<file path="src/rtl/tdm_sync_edge.sv">
// Input conditioning for the slot-mux pins: SYNC_STAGES-deep synchronizer on a
// 3-bit bus {strobe, sync, data}, plus a registered rising-edge pulse on strobe.
module tdm_sync_edge #(
    parameter int SYNC_STAGES = 2
) (
    input  logic       clk,
    input  logic       rst_n,
    input  logic [2:0] din,
    output logic       data,
    output logic       sync,
    output logic       rise
);

    logic [SYNC_STAGES-1:0][2:0] stg;
    logic                        strb_d;

    // data/sync are re-registered next to the rise pulse so all three describe the same sample
    always_ff @(posedge clk or negedge rst_n) begin
        if (!rst_n) begin
            stg    <= '0;
            strb_d <= 1'b0;
            rise   <= 1'b0;
            data   <= 1'b0;
            sync   <= 1'b0;
        end else begin
            stg[0] <= din;
            for (int i = 1; i < SYNC_STAGES; i++) stg[i] <= stg[i-1];
            strb_d <= stg[SYNC_STAGES-1][2];
            rise   <= stg[SYNC_STAGES-1][2] & ~strb_d;
            data   <= stg[SYNC_STAGES-1][0];
            sync   <= stg[SYNC_STAGES-1][1];
        end
    end

endmodule

</file>
<file path="src/rtl/tt_um_tdm_demux4.sv">
// Four-slot TDM demultiplexer: aligns to frame sync, collects slot bits in a
// shadow register and commits whole frames atomically; counts frames and sync errors.
module tt_um_tdm_demux4 #(
    parameter int SYNC_STAGES = 2,
    parameter int ERR_SAT     = 1
) (
    input  logic       clk,
    input  logic       rst_n,
    input  logic       ena,
    input  logic [7:0] ui_in,
    output logic [7:0] uo_out,
    input  logic [7:0] uio_in,
    output logic [7:0] uio_out,
    output logic [7:0] uio_oe
);

    localparam logic [0:0] HUNT   = 1'b0;
    localparam logic [0:0] LOCKED = 1'b1;

    localparam int CLR_B   = 6;
    localparam int RDSEL_B = 7;

    logic [0:0] state;
    logic [1:0] slot_cnt;
    logic [2:0] shadow;
    logic [3:0] out_reg;
    logic [7:0] err_cnt;
    logic [7:0] frame_cnt;
    logic       frame_done;
    logic       sync_err;

    logic s_data, s_sync, ev;
    logic err_ev;
    logic unused;

    tdm_sync_edge #(.SYNC_STAGES(SYNC_STAGES)) u_sync (
        .clk   (clk),
        .rst_n (rst_n),
        .din   (ui_in[2:0]),
        .data  (s_data),
        .sync  (s_sync),
        .rise  (ev)
    );

    // early sync (slot_cnt!=0) or missed sync (slot_cnt==0) while locked
    always_comb begin
        err_ev = 1'b0;
        if (ena && ev && state == LOCKED)
            err_ev = s_sync ? (slot_cnt != 2'd0) : (slot_cnt == 2'd0);
    end

    always_ff @(posedge clk or negedge rst_n) begin
        if (!rst_n) begin
            state      <= HUNT;
            slot_cnt   <= 2'd0;
            shadow     <= 3'd0;
            out_reg    <= 4'd0;
            err_cnt    <= 8'd0;
            frame_cnt  <= 8'd0;
            frame_done <= 1'b0;
            sync_err   <= 1'b0;
        end else begin
            frame_done <= 1'b0;
            sync_err   <= err_ev;
            if (ena) begin
                // clear takes priority over a coincident error
                if (ui_in[CLR_B])
                    err_cnt <= 8'd0;
                else if (err_ev && (ERR_SAT == 0 || err_cnt != 8'hFF))
                    err_cnt <= err_cnt + 8'd1;

                if (ev) begin
                    if (s_sync) begin
                        // frame start, initial lock, or realign after early sync
                        shadow[0] <= s_data;
                        slot_cnt  <= 2'd1;
                        state     <= LOCKED;
                    end else if (state == LOCKED) begin
                        if (slot_cnt == 2'd0) begin
                            state <= HUNT;
                        end else if (slot_cnt == 2'd3) begin
                            out_reg    <= {s_data, shadow};
                            frame_done <= 1'b1;
                            frame_cnt  <= frame_cnt + 8'd1;
                            slot_cnt   <= 2'd0;
                        end else begin
                            shadow[slot_cnt] <= s_data;
                            slot_cnt         <= slot_cnt + 2'd1;
                        end
                    end
                end
            end
        end
    end

    assign uo_out  = {sync_err & ena, frame_done & ena, state == LOCKED,
                      out_reg[ui_in[5:4]], out_reg};
    assign uio_out = ui_in[RDSEL_B] ? frame_cnt : err_cnt;
    assign uio_oe  = 8'hFF;
    assign unused  = &{1'b0, ui_in[3], uio_in};

endmodule

</file>
<file path="config.mk">
export PLATFORM = sky130hd
export DESIGN_NAME = tt_um_tdm_demux4
export DESIGN_NICKNAME = d
export VERILOG_FILES = /design/src/rtl/tdm_sync_edge.sv /design/src/rtl/tt_um_tdm_demux4.sv
export SDC_FILE = /design/constraint.sdc
export NUM_CORES = 1
export LEC_CHECK = 0
export ABC_AREA = 1
export ABC_CLOCK_PERIOD_IN_PS = 1620
export BUFFER_PORTS_ARGS = -buffer_cell sky130_fd_sc_hd__buf_2
export CAP_MARGIN = 20
export CORE_ASPECT_RATIO = 0.6
export CORE_MARGIN = 2
export CORE_UTILIZATION = 30
export DETAILED_ROUTE_END_ITERATION = 8
export SLEW_MARGIN = 20
export SYNTH_ARGS = -nofsm -noshare
export SYNTH_HDL_FRONTEND = slang
export SYNTH_HIERARCHICAL = 1
export SYNTH_SLANG_ARGS = --single-unit
</file>
<file path="constraint.sdc">
create_clock -name clk -period 1.62 [get_ports clk]
set_clock_uncertainty 0.1 [all_clocks]
set_input_delay 0.162 -clock clk [delete_from_list [all_inputs] [get_ports clk]]
set_output_delay 0.162 -clock clk [all_outputs]
set_load 0.02 [all_outputs]
</file>
==> metrics.cfg <==
[outcome]
violations=negative setup slack
status=finished with violations

[global_route]
grt_first_pass_wirelength_um=7170
grt_pass1_vias=1509
groute.usage.overall_pct=12.6
grt_max_degree=39
grt_antenna_before_repair=0
grt_overflow_total=0

[timing]
final.setup.worst_slack_ns=-0.00754
layout_min_cycle_time_ns=1.63
hold_ws_ns=0.0680
rsz0062_at_grt=yes
max_freq_mhz=614
hold_violations=0
maxSlewViolCount=0
setup_violations=1
fin_crit_sh_pct=100

[placement]
dp_slack_ns=-0.0615
placed_area_mm2=0.00228
dpl.hpwl_um=2940
place_congestion=0.877
io_buffers=25

[critical_path]
critPathCaptureType=register
r2r_start=slot_cnt[1]
cp-start-kind=register
r2r_setup_slack_ns=-0.008
critPathRequiredTime_ns=1.70
crit_type=reg2reg
crit_arrival_ns=1.71
rr_endpoint=err_cnt[1]
startpoint=slot_cnt[1]
ff2ff_path_depth=11
crit_path_max_fanout=8
cp-endpoint=err_cnt[1]

[floorplanning]
core_mm2=0.00656
die_area_mm2=0.00737
die_w_um=110
rows=23
ios=43
initial_utilization_pct=30.5
fp.dieH_um=67.3

[finish]
drive_gt1_share_pct=26.7
reg_top3=err_cnt: 8 flops, frame_cnt: 8 flops, u_sync/stg: 6 flops
finalNetCount=318
post-route-util_pct=39.1
postLayoutCellArea_mm2=0.00257
n_antenna_cell=0
num-fill-cells=668
layout_common_cells=74 x nand2_1, 38 x dfrtp_1, 25 x inv_1, 25 x buf_2, 20 x nor2_1
final_common_cell=nand2_1
area_delta_synth_final_pct=28.1

[detailed_routing]
drtPass1Iterations=4
vias=1595
ant_nets=0
vias_per_cell=4.21
drt_iter0_markers=78
wl_um=4280
routedWlPerCell_um=11.3
route.detailed.drc=0

[yosys]
ys_seq_area_share_pct=47.4
synthCells=243
synth-seq-cells=38
synth_cell_types=27
yosys_warnings=6
synth_area_mm2=0.00200
avgSynthCellArea_um2=8.25

[power]
power_density_mw_per_mm2=1130
clock_power_share_pct=27.5
p_seq_share_pct=41.3
switching_share_pct=34.3
internal-power_mw=1.91
peakVddDrop_v=0.000385
power_mw=2.91
power.share.combinational_pct=31.2
p_leak_nw=1.36
power_switching_uw=997

[cts]
insertion_delay_ns=0.29
clk_pin_slew_ns=0.08
root_buffer=clkbuf_8
h-tree-depth=2
cts.sinks=38
cts_buffers=5
cts_tree=done
clock_path_buffers=2

[flow_run]
drv_cap=0

[hold_path]
hold_class=in2reg
holdCritStartpoint=ui_in[6]

-- critical path: stages (launching register included) --
cell     delay, ns
dfrtp_1       0.39
inv_2         0.09
ha_4          0.14
inv_4         0.04
ha_4          0.25
inv_2         0.04
nor2_4        0.10
nand2_4       0.09
nand2_8       0.10
nand2_8       0.08
nand2_1       0.07
nand2_1       0.05
-- power groups by stage --
stage	registers, mW	clock network, mW	logic, mW
after floorplan	1.20	0	0.452
after global placement	1.21	0	0.673
after detailed placement	1.21	0	0.700
after CTS	1.20	0.825	0.804
after global routing	1.22	0.870	1.02
final	1.20	0.800	0.906
-- cell type report --
cell class,count,area (µm²),share of cell area (%)
flip-flops and latches,38,951,37.0
well taps,87,109,4.24
repair buffers,45,302,11.7
clock buffers,5,68.8,2.68
clock inverters,3,40.0,1.56
inverters,30,120,4.68
multi-input cells,171,977,38.1
-- cells in the mapped netlist --
cell / count / area [µm²]
xor2_1: 4 / 35.0
inv_6: 1 / 8.76
nor2_1: 21 / 78.8
nand3_4: 1 / 17.5
buf_4: 10 / 75.1
nand2_2: 3 / 18.8
nor2_8: 1 / 20.0
ha_1: 8 / 100
nor3_1: 1 / 5.00
o21ai_1: 1 / 5.00
nor2_2: 4 / 25.0
a32oi_1: 1 / 8.76
a21oi_1: 3 / 15.0
conb_1: 1 / 3.75
o21ai_0: 19 / 95.1
a21boi_0: 1 / 7.51
a21oi_2: 1 / 8.76
nand4_1: 1 / 6.26
clkbuf_1: 1 / 3.75
nand3_1: 9 / 45.0
nor2_4: 2 / 22.5
nand2_4: 3 / 33.8
nand2_1: 77 / 289
xnor2_1: 1 / 8.76
inv_1: 29 / 109
nand3b_1: 1 / 7.51
dfrtp_1: 38 / 951
-- logic make-up (layout without fill, tap and decap cells) --
kind of cell / after synthesis / in the layout / share of synthesized area [%]
compound gates: 26 / 26 / 6.99
flops: 38 / 38 / 47.4
fa+ha+maj: 8 / 8 / 4.99
simple gates: 124 / 124 / 28.4
xor+xnor: 5 / 5 / 2.18
other cells: 1 / 8 / 0.187
buf+inv: 41 / 83 / 9.80
-- what timing repair did --
action                                  CTS  global route
endpoints found under the setup margin   16            18
resized for setup                         9            14
buffers inserted                          3             3
pin swaps                                 6             8
endpoints found under the hold margin    41             0
hold buffers                              4             0
-- how the worst min path moves through the flow --
stage	endpoint	slack [ns]	cells after the start
global placement	err_cnt[0]	0.15	2
global route	err_cnt[6]	0.1	4
floorplan	err_cnt[0]	-0.23	0
CTS	err_cnt[6]	0.07	4
finish	err_cnt[6]	0.07	4
detailed placement	err_cnt[2]	0.15	2
-- per-stage QoR --
stage	std cells	setup TNS [ns]
after floorplan	250	0
after global placement	361	-0.334
after detailed placement	361	-0.482
after CTS	376	0
after global routing	379	-0.936
final	379	-0.00754
-- metal layers --
metal | global-route usage [%] | routed length [µm] | vias to the layer above
met5 | 0 | 0 | -
met2 | 18.6 | 1830 | 28
li1 | - | - | 827
met1 | 18.3 | 2280 | 738
met4 | 1.42 | 7 | 0
met3 | 4.44 | 163 | 2
Note: power is estimated with default switching activity, not from simulation.
